`config.mk`:
```
export PLATFORM = sky130hd
export DESIGN_NAME = rtc_read_sequencer_flat
export DESIGN_NICKNAME = d
export VERILOG_FILES = /design/src/rtl/rtc_read_sequencer_pkg.sv /design/src/rtl/rtc_read_sequencer_if.sv /design/src/rtl/rtc_read_sequencer_shadow_bank.sv /design/src/rtl/rtc_read_sequencer.sv /design/src/flat_wrapper.sv
export SDC_FILE = /design/constraint.sdc
export NUM_CORES = 1
export LEC_CHECK = 0
export ABC_AREA = 1
export BUFFER_PORTS_ARGS = -buffer_cell sky130_fd_sc_hd__buf_4
export CORE_AREA = 2 2 154 156
export CTS_CLUSTER_SIZE = 12
export DETAILED_ROUTE_END_ITERATION = 8
export DIE_AREA = 0 0 156 158
export PLACE_DENSITY = 0.48
export SLEW_MARGIN = 10
export SYNTH_ARGS = -nofsm -noshare
export SYNTH_HDL_FRONTEND = slang
export SYNTH_HIERARCHICAL = 1
export SYNTH_SLANG_ARGS = --single-unit
```
`constraint.sdc`:
```
create_clock -name clk -period 9.8 [get_ports clk]
set_input_delay 0.98 -clock clk [delete_from_list [all_inputs] [get_ports clk]]
set_output_delay 0.98 -clock clk [all_outputs]
set_load 0.05 [all_outputs]
```
`src/rtl/rtc_read_sequencer_pkg.sv`:
```
// Shared definitions for the RTC read and write sequencers.
// Holds the sequencer state encoding, RTC register addresses, command bytes
// and small helpers that map a read state to its shadow-register slot.
package rtc_read_sequencer_pkg;

   typedef enum logic [3:0] {
      StIdle    = 4'd0,
      StArm     = 4'd1,
      StCmd     = 4'd2,
      StRdSeg   = 4'd3,
      StRdMin   = 4'd4,
      StRdHora  = 4'd5,
      StRdDia   = 4'd6,
      StRdMes   = 4'd7,
      StRdAno   = 4'd8,
      StRdTSeg  = 4'd9,
      StRdTMin  = 4'd10,
      StRdTHora = 4'd11,
      StDone    = 4'd12
   } rtc_state_e;

   // Transfer commands: F0 copies clock -> RAM (read side); F1/F2 are the
   // write-side transfers used by the write sequencer.
   localparam logic [7:0] CmdXfer      = 8'hF0;
   localparam logic [7:0] CmdXferClk   = 8'hF1;
   localparam logic [7:0] CmdXferTmr   = 8'hF2;
   localparam logic [7:0] CmdData      = 8'h00;

   // Clock registers live at 0x21..0x26, timer registers at 0x41..0x43.
   localparam logic [7:0] AddrClkBase  = 8'h21;
   localparam logic [7:0] AddrTmrBase  = 8'h41;

   localparam int unsigned NumRegs     = 9;
   localparam int unsigned NumClkRegs  = 6;

   localparam int unsigned IdxSeg   = 0;
   localparam int unsigned IdxMin   = 1;
   localparam int unsigned IdxHora  = 2;
   localparam int unsigned IdxDia   = 3;
   localparam int unsigned IdxMes   = 4;
   localparam int unsigned IdxAno   = 5;
   localparam int unsigned IdxTSeg  = 6;
   localparam int unsigned IdxTMin  = 7;
   localparam int unsigned IdxTHora = 8;

   function automatic logic is_rd_state(rtc_state_e s);
      return (s >= StRdSeg) && (s <= StRdTHora);
   endfunction

   // Shadow slot for a read state; only meaningful when is_rd_state() holds.
   function automatic logic [3:0] rd_sel(rtc_state_e s);
      return 4'(s) - 4'(StRdSeg);
   endfunction

endpackage

```
`src/rtl/rtc_read_sequencer_if.sv`:
```
// Bus between the RTC sequencer and the shared DIR/DAT/cambio_estado
// bus-cycle generator.
//   master : sequencer side (drives Dato_Dire, E_lect, Rd_Wr, Bus_OE)
//   slave  : generator side (drives DIR, DAT, cambio_estado, Dato_In)
interface rtc_read_sequencer_if;

   logic       DIR;
   logic       DAT;
   logic       cambio_estado;
   logic [7:0] Dato_In;
   logic [7:0] Dato_Dire;
   logic       E_lect;
   logic       Rd_Wr;
   logic       Bus_OE;

   modport master (
      input  DIR, DAT, cambio_estado, Dato_In,
      output Dato_Dire, E_lect, Rd_Wr, Bus_OE
   );

   modport slave (
      output DIR, DAT, cambio_estado, Dato_In,
      input  Dato_Dire, E_lect, Rd_Wr, Bus_OE
   );

endinterface

```
`src/rtl/rtc_read_sequencer_shadow_bank.sv`:
```
// rtc_shadow_bank: nine capture (shadow) registers plus their published copies.
//   clk, reset  : clock, async active-high reset (clears everything)
//   load_sel_i  : shadow slot written when cap_en_i is high (0..8)
//   cap_en_i    : load dato_in_i into the selected shadow
//   dato_in_i   : byte from the RTC bus
//   publish_i   : copy all shadows to pub_o at this edge
//   pub_o       : published bytes, slot order Seg..T_Hora
module rtc_shadow_bank
   import rtc_read_sequencer_pkg::*;
(
   input  logic                      clk,
   input  logic                      reset,
   input  logic [3:0]                load_sel_i,
   input  logic                      cap_en_i,
   input  logic [7:0]                dato_in_i,
   input  logic                      publish_i,
   output logic [NumRegs-1:0][7:0]   pub_o
);

   logic [NumRegs-1:0][7:0] shadow_q;
   logic [NumRegs-1:0][7:0] pub_q;

   always_ff @(posedge clk or posedge reset) begin
      if (reset) begin
         shadow_q <= '0;
         pub_q    <= '0;
      end else begin
         for (int i = 0; i < NumRegs; i++) begin
            if (cap_en_i && (load_sel_i == 4'(i))) begin
               shadow_q[i] <= dato_in_i;
            end
         end
         // All nine bytes move together so readers never see a mixed time.
         if (publish_i) begin
            pub_q <= shadow_q;
         end
      end
   end

   assign pub_o = pub_q;

endmodule

```
`src/rtl/rtc_read_sequencer.sv`:
```
// RTC read sequencer. On Lectura_i it writes the clock->RAM transfer command,
// then reads the six clock and three timer registers through the shared bus
// generator, and publishes all nine bytes at once with a one-cycle
// Dato_Valido_o strobe.
//   clk, reset    : clock, async active-high reset
//   Lectura_i     : read request, sampled only while idle
//   bus           : generator handshake (master side)
//   Term_Lect_o   : 1 while idle / finished
//   Dato_Valido_o : one-cycle pulse when published outputs update
//   Seg_o..T_Hora_o : published register values
module rtc_read_sequencer
   import rtc_read_sequencer_pkg::*;
#(
   parameter logic [7:0] CMD_XFER      = CmdXfer,
   parameter logic [7:0] CMD_DATA      = CmdData,
   parameter logic [7:0] ADDR_CLK_BASE = AddrClkBase,
   parameter logic [7:0] ADDR_TMR_BASE = AddrTmrBase
) (
   input  logic                 clk,
   input  logic                 reset,
   input  logic                 Lectura_i,
   rtc_read_sequencer_if.master bus,
   output logic                 Term_Lect_o,
   output logic                 Dato_Valido_o,
   output logic [7:0]           Seg_o,
   output logic [7:0]           Min_o,
   output logic [7:0]           Hora_o,
   output logic [7:0]           Dia_o,
   output logic [7:0]           Mes_o,
   output logic [7:0]           Ano_o,
   output logic [7:0]           T_Seg_o,
   output logic [7:0]           T_Min_o,
   output logic [7:0]           T_Hora_o
);

   rtc_state_e state_q, state_d;
   logic       e_lect_q, e_lect_d;
   logic       rd_wr_q, rd_wr_d;
   logic       bus_oe_q, bus_oe_d;
   logic       term_lect_q, term_lect_d;
   logic       dato_valido_q, dato_valido_d;
   logic [7:0] dato_dire_q, dato_dire_d;

   logic       cap_en;
   logic       publish;
   logic [3:0] load_sel;
   logic [7:0] state_addr;
   rtc_state_e next_bus_state;
   logic [NumRegs-1:0][7:0] pub;

   assign load_sel       = rd_sel(state_q);
   assign next_bus_state = rtc_state_e'(4'(state_q) + 4'd1);

   always_comb begin
      state_addr = CMD_XFER;
      if (is_rd_state(state_q)) begin
         if (load_sel < 4'(NumClkRegs)) begin
            state_addr = ADDR_CLK_BASE + {4'b0, load_sel};
         end else begin
            state_addr = ADDR_TMR_BASE + {4'b0, load_sel - 4'(NumClkRegs)};
         end
      end
   end

   always_comb begin
      state_d       = state_q;
      e_lect_d      = e_lect_q;
      rd_wr_d       = rd_wr_q;
      bus_oe_d      = bus_oe_q;
      term_lect_d   = term_lect_q;
      dato_dire_d   = dato_dire_q;
      dato_valido_d = 1'b0;
      cap_en        = 1'b0;
      publish       = 1'b0;

      case (state_q)
         StIdle: begin
            e_lect_d    = 1'b0;
            term_lect_d = 1'b1;
            if (Lectura_i) begin
               state_d     = StArm;
               term_lect_d = 1'b0;
            end
         end

         StArm: begin
            e_lect_d = 1'b1;
            rd_wr_d  = 1'b0;
            state_d  = StCmd;
         end

         StCmd, StRdSeg, StRdMin, StRdHora, StRdDia, StRdMes, StRdAno,
         StRdTSeg, StRdTMin, StRdTHora: begin
            if (bus.DIR) begin
               dato_dire_d = state_addr;
               bus_oe_d    = 1'b1;
            end else if (bus.DAT) begin
               if (state_q == StCmd) begin
                  dato_dire_d = CMD_DATA;
                  bus_oe_d    = 1'b1;
               end else begin
                  bus_oe_d = 1'b0;
                  cap_en   = 1'b1;
               end
            end else if (bus.cambio_estado) begin
               // E_lect low for this one cycle separates consecutive bus cycles.
               state_d  = next_bus_state;
               e_lect_d = 1'b0;
               bus_oe_d = 1'b0;
               rd_wr_d  = is_rd_state(next_bus_state);
            end else begin
               e_lect_d = 1'b1;
            end
         end

         StDone: begin
            publish       = 1'b1;
            dato_valido_d = 1'b1;
            term_lect_d   = 1'b1;
            rd_wr_d       = 1'b0;
            state_d       = StIdle;
         end

         default: begin
            state_d     = StIdle;
            e_lect_d    = 1'b0;
            bus_oe_d    = 1'b0;
            term_lect_d = 1'b1;
         end
      endcase
   end

   always_ff @(posedge clk or posedge reset) begin
      if (reset) begin
         state_q       <= StIdle;
         e_lect_q      <= 1'b0;
         rd_wr_q       <= 1'b0;
         bus_oe_q      <= 1'b0;
         term_lect_q   <= 1'b1;
         dato_valido_q <= 1'b0;
         dato_dire_q   <= 8'h00;
      end else begin
         state_q       <= state_d;
         e_lect_q      <= e_lect_d;
         rd_wr_q       <= rd_wr_d;
         bus_oe_q      <= bus_oe_d;
         term_lect_q   <= term_lect_d;
         dato_valido_q <= dato_valido_d;
         dato_dire_q   <= dato_dire_d;
      end
   end

   rtc_shadow_bank u_shadow_bank (
      .clk        (clk),
      .reset      (reset),
      .load_sel_i (load_sel),
      .cap_en_i   (cap_en),
      .dato_in_i  (bus.Dato_In),
      .publish_i  (publish),
      .pub_o      (pub)
   );

   assign bus.E_lect    = e_lect_q;
   assign bus.Rd_Wr     = rd_wr_q;
   assign bus.Bus_OE    = bus_oe_q;
   assign bus.Dato_Dire = dato_dire_q;

   assign Term_Lect_o   = term_lect_q;
   assign Dato_Valido_o = dato_valido_q;
   assign Seg_o         = pub[IdxSeg];
   assign Min_o         = pub[IdxMin];
   assign Hora_o        = pub[IdxHora];
   assign Dia_o         = pub[IdxDia];
   assign Mes_o         = pub[IdxMes];
   assign Ano_o         = pub[IdxAno];
   assign T_Seg_o       = pub[IdxTSeg];
   assign T_Min_o       = pub[IdxTMin];
   assign T_Hora_o      = pub[IdxTHora];

endmodule

```
`src/flat_wrapper.sv`:
```
// flat-port wrapper written by rule: the top's interface ports become plain ports
module rtc_read_sequencer_flat import rtc_read_sequencer_pkg::*;
#(
   parameter logic [7:0] CMD_XFER      = CmdXfer,
   parameter logic [7:0] CMD_DATA      = CmdData,
   parameter logic [7:0] ADDR_CLK_BASE = AddrClkBase,
   parameter logic [7:0] ADDR_TMR_BASE = AddrTmrBase
)
  (clk, reset, Lectura_i, Term_Lect_o, Dato_Valido_o, Seg_o, Min_o, Hora_o, Dia_o, Mes_o, Ano_o, T_Seg_o, T_Min_o, T_Hora_o, bus_DIR, bus_DAT, bus_cambio_estado, bus_Dato_In, bus_Dato_Dire, bus_E_lect, bus_Rd_Wr, bus_Bus_OE);
  rtc_read_sequencer_if bus_i ();
  input  logic clk;
  input  logic reset;
  input  logic Lectura_i;
  output logic Term_Lect_o;
  output logic Dato_Valido_o;
  output logic [7:0] Seg_o;
  output logic [7:0] Min_o;
  output logic [7:0] Hora_o;
  output logic [7:0] Dia_o;
  output logic [7:0] Mes_o;
  output logic [7:0] Ano_o;
  output logic [7:0] T_Seg_o;
  output logic [7:0] T_Min_o;
  output logic [7:0] T_Hora_o;
  input wire logic [$bits(bus_i.DIR)-1:0] bus_DIR;
  input wire logic [$bits(bus_i.DAT)-1:0] bus_DAT;
  input wire logic [$bits(bus_i.cambio_estado)-1:0] bus_cambio_estado;
  input wire logic [$bits(bus_i.Dato_In)-1:0] bus_Dato_In;
  output wire logic [$bits(bus_i.Dato_Dire)-1:0] bus_Dato_Dire;
  output wire logic [$bits(bus_i.E_lect)-1:0] bus_E_lect;
  output wire logic [$bits(bus_i.Rd_Wr)-1:0] bus_Rd_Wr;
  output wire logic [$bits(bus_i.Bus_OE)-1:0] bus_Bus_OE;
  assign bus_i.DIR = bus_DIR;
  assign bus_i.DAT = bus_DAT;
  assign bus_i.cambio_estado = bus_cambio_estado;
  assign bus_i.Dato_In = bus_Dato_In;
  assign bus_Dato_Dire = bus_i.Dato_Dire;
  assign bus_E_lect = bus_i.E_lect;
  assign bus_Rd_Wr = bus_i.Rd_Wr;
  assign bus_Bus_OE = bus_i.Bus_OE;
  rtc_read_sequencer #(.CMD_XFER(CMD_XFER), .CMD_DATA(CMD_DATA), .ADDR_CLK_BASE(ADDR_CLK_BASE), .ADDR_TMR_BASE(ADDR_TMR_BASE)) u_core (.clk(clk), .reset(reset), .Lectura_i(Lectura_i), .bus(bus_i), .Term_Lect_o(Term_Lect_o), .Dato_Valido_o(Dato_Valido_o), .Seg_o(Seg_o), .Min_o(Min_o), .Hora_o(Hora_o), .Dia_o(Dia_o), .Mes_o(Mes_o), .Ano_o(Ano_o), .T_Seg_o(T_Seg_o), .T_Min_o(T_Min_o), .T_Hora_o(T_Hora_o));
endmodule
```
# Word-level counts from Yosys, hierarchy flattened
# Index checks and enable logic that the tools add are counted.
classes:
  n_addsub: 5
  n_lt_le_gt_ge: 5
  n_eq_ne: 25
  muxes: 30
  n_bitwise: 2
  n_reduce_logical: 25
ops:
  columns: ["cell", "n"]
  rows:
  - ["2-to-1 mux 8 bit", 5]
  - ["equality test 4 x 3 -> 1 bit (second input constant)", 8]
  - ["equality test 4 bit (second input constant)", 6]
  - ["equality test 4 x 2 -> 1 bit (second input constant)", 4]
  - ["2-to-1 mux 1 bit", 16]
  - ["2-to-1 mux 4 bit", 4]
  - ["case mux 4 bit (3 select lines)", 1]
  - ["logical AND 1 bit", 11]
  - ["OR reduction 11 bit", 1]
  - ["OR reduction 10 bit", 1]
  - ["adder 7 x 4 -> 8 bit (first input constant)", 1]
  - ["equality test 4 x 1 -> 1 bit (second input constant)", 2]
  - [">= comparator 4 x 2 -> 1 bit (second input constant)", 2]
  - ["<= comparator 4 bit (second input constant)", 2]
  - ["zero test 4 bit", 2]
  - ["!= test 2 bit (second input constant)", 4]
  - ["AND reduction 4 bit", 2]
  - ["adder 6 x 4 -> 7 bit (first input constant)", 1]
  - ["case mux 1 bit (2 select lines)", 3]
  - ["AND reduction 3 bit", 2]
  - ["nonzero test 2 bit", 3]
  - ["adder 4 x 1 -> 4 bit (second input constant)", 1]
  - ["< comparator 4 x 3 -> 1 bit (second input constant)", 1]
  - ["!= test 4 bit (second input constant)", 1]
  - ["other kinds (7)", 8]
word_totals:
  register_bits: 161
  input_bits: 14
  output_inout_bits: 85
  elab_cells: 117

# Longest topological paths before layout
# Gate-level depths: netlist (run 1).
logic_depth:
  ltp_word: 7
  mapped_depth: 14

# Modules after synthesis
# Netlist (run 1), hierarchy kept.
modules_own_cells:
  columns: ["mod", "n_inst", "cells_per_inst", "area_each_um2", "seq_area_each_um2"]
  rows:
  - ["rtc_shadow_bank", 1, 522, 5680.4, 3603.5]
  - ["rtc_read_sequencer", 1, 148, 1086.0, 426.7]

# Worst setup path before layout (run 1)
# OpenSTA, ideal clock, no wires.
synth_path:
  path_kind: "register -> register"
  start: "reg u_core.state_q[0]"
  end: "reg u_core/u_shadow_bank/shadow_q[48] (netlist bit)"
  setup_time_ns: 0.122
  t_arrival_ns: 2.123
  required_time_ns: 9.678
  path_slack_ns: 7.555
  path_stages_with_launch: 15
  path_buffers: 3
  path_cell_list: "dfrtp_1 > inv_1 > ha_1 > nor2_1 > nand2_1 > nand3_1 > nand3_2 > buf_6 > nand3_1 > nor2_1 > nand3_1 > buf_4 > buf_2 > o21bai_1 > nand2_1"
synth_lines:
  columns: ["element", "line", "source"]
  rows:
  - ["from (decl)", "rtc_read_sequencer.sv:36", "rtc_state_e state_q, state_d;"]
  - ["from (signal assigned)", "rtc_read_sequencer.sv:135", "state_q <= StIdle;"]
  - ["from (signal assigned)", "rtc_read_sequencer.sv:143", "state_q <= state_d;"]
  - ["subtractor 4 x 2 -> 4 bit", "rtc_read_sequencer_pkg.sv:52", "return 4'(s) - 4'(StRdSeg);"]
  - ["via u_core.load_sel[0]", "rtc_read_sequencer.sv:46", "logic [3:0] load_sel;"]
  - ["equality test 4 x 3 -> 1 bit", "rtc_read_sequencer_shadow_bank.sv:29", "if (cap_en_i && (load_sel_i == 4'(i))) begin"]
  - ["logical AND 1 bit", "rtc_read_sequencer_shadow_bank.sv:29", null]
  - ["to (signal, indexed assignment)", "rtc_read_sequencer_shadow_bank.sv:30", "shadow_q[i] <= dato_in_i;"]
  - ["to (decl)", "rtc_read_sequencer_shadow_bank.sv:20", "logic [NumRegs-1:0][7:0] shadow_q;"]
# The timed path passes the listed nets, and every way through them passes these cells.
# A chain may end at the register's enable or synchronous reset.

# Worst setup path after layout (run 1)
layout_path:
  start: "reg u_core.state_q[0]"
  end: "reg u_core/u_shadow_bank/shadow_q[43] (netlist bit)"
# The elaborated chain is that of the path after synthesis.

==> metrics.yaml, run 1 <==
via_per_inst: 4.47
drv_cap: 0
cts-root-buf: "clkbuf_16"
routedWlPerCell_um: 15.5
ys_warn_count: 6
cts_sinks: 161
synth_cell_types: 31
slew_violations: 0
worstMarginPinSlew_ps: 971
place_hpwl_um: 10800
hold_viol_final: 0
clockBufferDepth: 2
track_usage_pct: 14.1
critPathMaxStageDelay_ps: 740
routabilityCongestion: 0.788
mostFrequentLayoutCell: "nand2_1"
crit_chain: "inv_1, ha_1, nor2_1, nand2_1, nand3_1, nand3_2, nand3_1, nor2_2, buf_4, nand3_1, nor2_1, nand2_1, nand2_1"
synth_area_um2: 6770
grt_max_degree: 76
cp-start-kind: "register"
grt.overflow.total: 0
vdd_drop_max_v: 0.000112
swShare_pct: 37.3
ys_seq_area_share_pct: 59.6
max-slew-margin-rel_pct: 35.3
ctsHoldBuffers: 0
crit_slowest_cell: "nand3_1"
cts_setup_buffers: 0
antenna_cells: 0
path_max_fanout: 40
fp.coreArea_um2: 23100
antenna_found_initial: 0
fin_hold_ws_ps: 465
pwr-share-seq_pct: 38.9
cts_made_buffers: 17
grt_first_pass_wirelength_um: 26500
grt_pass1_vias: 4636
ant_nets: 0
fillers: 2333
finalSetupViolations: 0
dieArea_um2: 24600
die_y_um: 158
io_pins: 99
p_sw_mw: 0.812
clkTransAtPathRegs_ps: 70
pwr-share-comb_pct: 30.1
h-tree-depth: 4
post-route-min-period_ps: 3740
drive_above_1_share_pct: 27.0
synthTopCellsByArea: "dfrtp_1, nand2_1, mux2_2"
synth_top_area_share_pct: 59.2
synth.ff_latch_count: 161
fin_nets: 783
initialDrtViolationCount: 336
port_buffers: 98
start_util_pct: 29.4
final_cell_mix: "nand2_1, dfrtp_1, buf_4"
vias: 4759
crit_path_end_kind: "register"
synth.largest_area_cell: "dfrtp_1"
critical_path_class: "reg -> reg"
insertion_delay_ps: 430
area_growth_pct: 23.7
fmax_ghz: 0.267
syn_area_per_cell_um2: 10.1
worstPathArrival_ps: 4110
outcome: "finished, final reports clean"
rows: 56
hold_path_class: "reg -> reg"
netlist_instances: 670
p_per_area_nw_per_um2: 260
final.setup_skew_ps: 10.8
cts_tree: "done"
fin_tns_setup_ps: 0
cellLeakagePower_nw: 4.40
rsz0062_at_grt: "no"
power.share.clock_pct: 31.0
drc: 0
drtPass1Iterations: 5
period_share_pct: 38.2
postCtsResizedCells: 0
cp.required_ps: 10160
die_x_um: 156
routed_wl_um: 16600
power.internal_mw: 1.36
syn_nets: 691
-- metal layers --
layer,global-route usage (%),vias to the layer above,part of all wire (%)
met3,2.90,16,3.2
met4,4.33,0,1.2
met5,0,-,0
li1,-,2383,-
met2,21.4,86,47
met1,20.3,2274,49
-- synth_stat cells --
cell,n
o211ai_4,1
dfrtp_1,160
buf_1,1
nand3_2,1
mux2_2,56
nand2_2,1
nor2_2,5
buf_4,1
dfstp_2,1
o21bai_1,17
nand2_1,215
nand3_1,25
o21ai_1,4
clkbuf_1,11
a21boi_1,1
nand3b_1,1
buf_6,1
inv_2,2
o21a_1,2
buf_2,16
o21ai_2,1
inv_1,39
a21oi_1,21
or2_2,2
o211ai_1,1
clkinv_1,1
nor2_4,3
ha_1,7
o21ai_0,11
nor2_1,29
nand4_1,33
-- state kept, by name, summed over array words and instances (netlist names), 4 cells and up --
register,cells
u_core/bus.Dato_Dire,8
u_core/state_q,4
u_core/u_shadow_bank/pub_o,72
u_core/u_shadow_bank/shadow_q,72
-- stage by stage --
| stage | util (%) | instance area [um2] | power, mW | setup slack, ps | cells |
|---|---|---|---|---|---|
| after floorplan | - | 6770 | 1.34 | 4950 | 670 |
| after global placement | 33.7 | 7770 | 1.51 | 6130 | 1033 |
| after detailed placement | 33.7 | 7770 | 1.51 | 6070 | 1033 |
| after CTS | 36.3 | 8370 | 2.20 | 6050 | 1065 |
| after global routing | 36.3 | 8370 | 2.33 | 5590 | 1065 |
| final | 36.3 | 8370 | 2.18 | 6060 | 1065 |
-- cells by family after synthesis --
| family | Yosys count | synth area share, % |
|---|---|---|
| AO/OA/AOI/OAI | 59 | 5.44 |
| buffers and inverters | 72 | 4.46 |
| multiplexers | 56 | 9.32 |
| adder cells (fa/ha/maj) | 7 | 1.29 |
| AND/OR/NAND/NOR | 315 | 19.9 |
| flip-flops | 161 | 59.6 |
-- worst paths after layout --
| kind | start | to | slack, ps | cells after the start |
|---|---|---|---|---|
| setup / recovery | u_core/state_q[0]$_DFFE_PP0P_ | u_core/u_shadow_bank/shadow_q[43]$_DFFE_PP0P_ | 6060 | 13 |
| hold / removal | u_core/u_shadow_bank/shadow_q[66]$_DFFE_PP0P_ | u_core/u_shadow_bank/shadow_q[66]$_DFFE_PP0P_ | 470 | 2 |
| setup reg to reg | u_core/state_q[0]$_DFFE_PP0P_ | u_core/u_shadow_bank/shadow_q[43]$_DFFE_PP0P_ | 6060 | 13 |
| hold reg to reg | u_core/u_shadow_bank/shadow_q[66]$_DFFE_PP0P_ | u_core/u_shadow_bank/shadow_q[66]$_DFFE_PP0P_ | 470 | 2 |
| max in group asynchronous | reset | u_core/u_shadow_bank/shadow_q[58]$_DFFE_PP0P_ | 7740 | 3 |
| min in group asynchronous | reset | u_core/u_shadow_bank/shadow_q[50]$_DFFE_PP0P_ | 660 | 2 |
-- power groups by stage --
stage                     logic [mW]  registers (mW)  clock network (mW)
final                          0.654           0.846               0.675
after global routing           0.738           0.861               0.726
after CTS                      0.659           0.848               0.696
after detailed placement       0.655           0.859                   0
after global placement         0.655           0.859                   0
after floorplan                0.411           0.927                   0
-- layout make-up --
class                   count  area, um2  area share [%]
repair buffers            103        773            9.24
well taps                 290        363            4.34
clock inverters            12        149            1.78
clock buffers              20        447            5.34
flip-flops and latches    161       4030            48.2
inverters                  42        163            1.94
multi-input cells         437       2440            29.2
-- worst max-delay path: cells and delay by family (launching register included) --
| kind | cells | cell delay, ps |
|---|---|---|
| simple gates | 10 | 2290 |
| buf+inv | 2 | 700 |
| flops | 1 | 460 |
| fa+ha+maj | 1 | 250 |
(Power assumes the default switching activity.)
==> run 2: changes to the inputs <==
Settings changed: PLACE_DENSITY 0.48 to 0.49.
Clock period 9.8 ns to 3 ns, I/O delays scaled along.
==> metrics.yaml, run 2 (same netlist as run 1, synthesis figures left out) <==
outcome: "finished, final reports clean"
dieArea_um2: 24600
drv_cap: 0
via_per_inst: 4.53
postCtsResizedCells: 0
drtPass1Iterations: 4
cts_tree: "done"
insertion_delay_ps: 430
cts_made_buffers: 17
routed_wl_um: 16700
vias: 4831
rsz0062_at_grt: "no"
max-slew-margin-rel_pct: 45.3
area_growth_pct: 24.6
die_x_um: 156
grt_first_pass_wirelength_um: 26500
antenna_cells: 0
cellLeakagePower_nw: 4.44
cp-startpoint: "u_core/state_q[0]$_DFFE_PP0P_"
mostFrequentLayoutCell: "nand2_1"
fin_nets: 787
place_hpwl_um: 10600
r2r-start: "u_core/state_q[0]$_DFFE_PP0P_"
start_util_pct: 29.4
drive_above_1_share_pct: 27.4
rrSetupSlack_ps: 600
clockBufferDepth: 2
fin_util_pct: 36.6
r2r-end: "u_core/u_shadow_bank/shadow_q[41]$_DFFE_PP0P_"
worstPathArrival_ps: 2760
finalSetupViolations: 0
p_per_area_nw_per_um2: 853
track_usage_pct: 14.1
antenna_found_initial: 0
path_max_fanout: 18
routabilityCongestion: 0.767
post-route-min-period_ps: 2400
cp-start-kind: "register"
worstMarginPinSlew_ps: 821
power.total_mw: 7.20
clkTransAtPathRegs_ps: 60
ctsHoldBuffers: 0
h-tree-depth: 4
fin_tns_setup_ps: 0
initialDrtViolationCount: 376
slew_violations: 0
port_buffers: 98
worstRegToRegCells: 10
grt_pass1_vias: 4704
io_pins: 99
ant_nets: 0
cp.required_ps: 3360
rows: 56
fp.coreArea_um2: 23100
period_share_pct: 80.0
hold_viol_final: 0
grt.overflow.total: 0
crit_path_end_kind: "register"
final.setup_skew_ps: 7.48
vdd_drop_max_v: 0.000339
final_cell_mix: "nand2_1, dfrtp_1, buf_4"
critical_path_class: "reg -> reg"
cts_setup_buffers: 0
fmax_ghz: 0.417
routedWlPerCell_um: 15.7
die_y_um: 158
grt_max_degree: 145
drc: 0
cts-root-buf: "clkbuf_16"
hold_path_class: "in -> async"
crit_end: "u_core/u_shadow_bank/shadow_q[41]$_DFFE_PP0P_"
cts_sinks: 161
-- run 2: cell count changes in the layout (fill, tap and decap cells not counted), sizes merged --
cell	previous run	this run
clkinv	3	6
buf	103	107
clkbuf	20	19
clkinvlp	3	1
bufinv	2	3
inv	46	43
-- run 2: worst max-delay path, stage by stage (launching register included) --
cell and delay (ps):
dfrtp_1 480, ha_1 270, inv_1 60, nand2_1 50, nand2_1 130, inv_1 300
nand3_1 200, buf_4 250, nor2_1 410, nand2_1 100, nand2_1 80
-- run 2: through the flow --
stage	std cells	hold WS, ps	setup slack [ps]	cell area, um2
6_report	1067	13.5	599	8430
5_1_grt	1067	74.6	385	8430
4_1_cts	1067	30.5	609	8430
3_5_place_dp	1037	456	626	7830
3_3_place_gp	1037	452	679	7830
2_1_floorplan	670	225	755	6770
-- run 2: layer usage --
layer | routed length, um | track usage, %
met1 | 8240 | 19.8
met5 | 0 | 0
met3 | 662 | 3.42
met2 | 7590 | 21.6
met4 | 216 | 4.28
-- run 2: area by class of cell --
class / count / area, um2
Tap cell: 290 / 363
Multi-Input combinational cell: 437 / 2440
Inverter: 42 / 161
Clock buffer: 19 / 453
Timing Repair Buffer: 107 / 828
Sequential cell: 161 / 4030
Fill cell: 2325 / 14600
Clock inverter: 11 / 153
-- run 2: power breakdown --
part	switching (mW)	leakage [nW]	internal [mW]
Sequential	0.204	2.15	2.55
Clock	0.909	0.300	1.35
Combinational	1.52	1.99	0.660
Total	2.63	4.44	4.57
-- run 2: how the worst min path moves through the flow --
stage	end	slack, ps	cells after the start
2_1_floorplan	u_core/Dato_Valido_o$_DFF_PP0_	230	1
3_3_place_gp	u_core/u_shadow_bank/shadow_q[68]$_DFFE_PP0P_	450	2
3_5_place_dp	u_core/u_shadow_bank/shadow_q[21]$_DFFE_PP0P_	460	2
4_1_cts	u_core/state_q[0]$_DFFE_PP0P_	30	2
5_1_grt	u_core/Dato_Valido_o$_DFF_PP0_	70	2
6_report	u_core/bus.Dato_Dire[2]$_DFFE_PP0P_	10	2
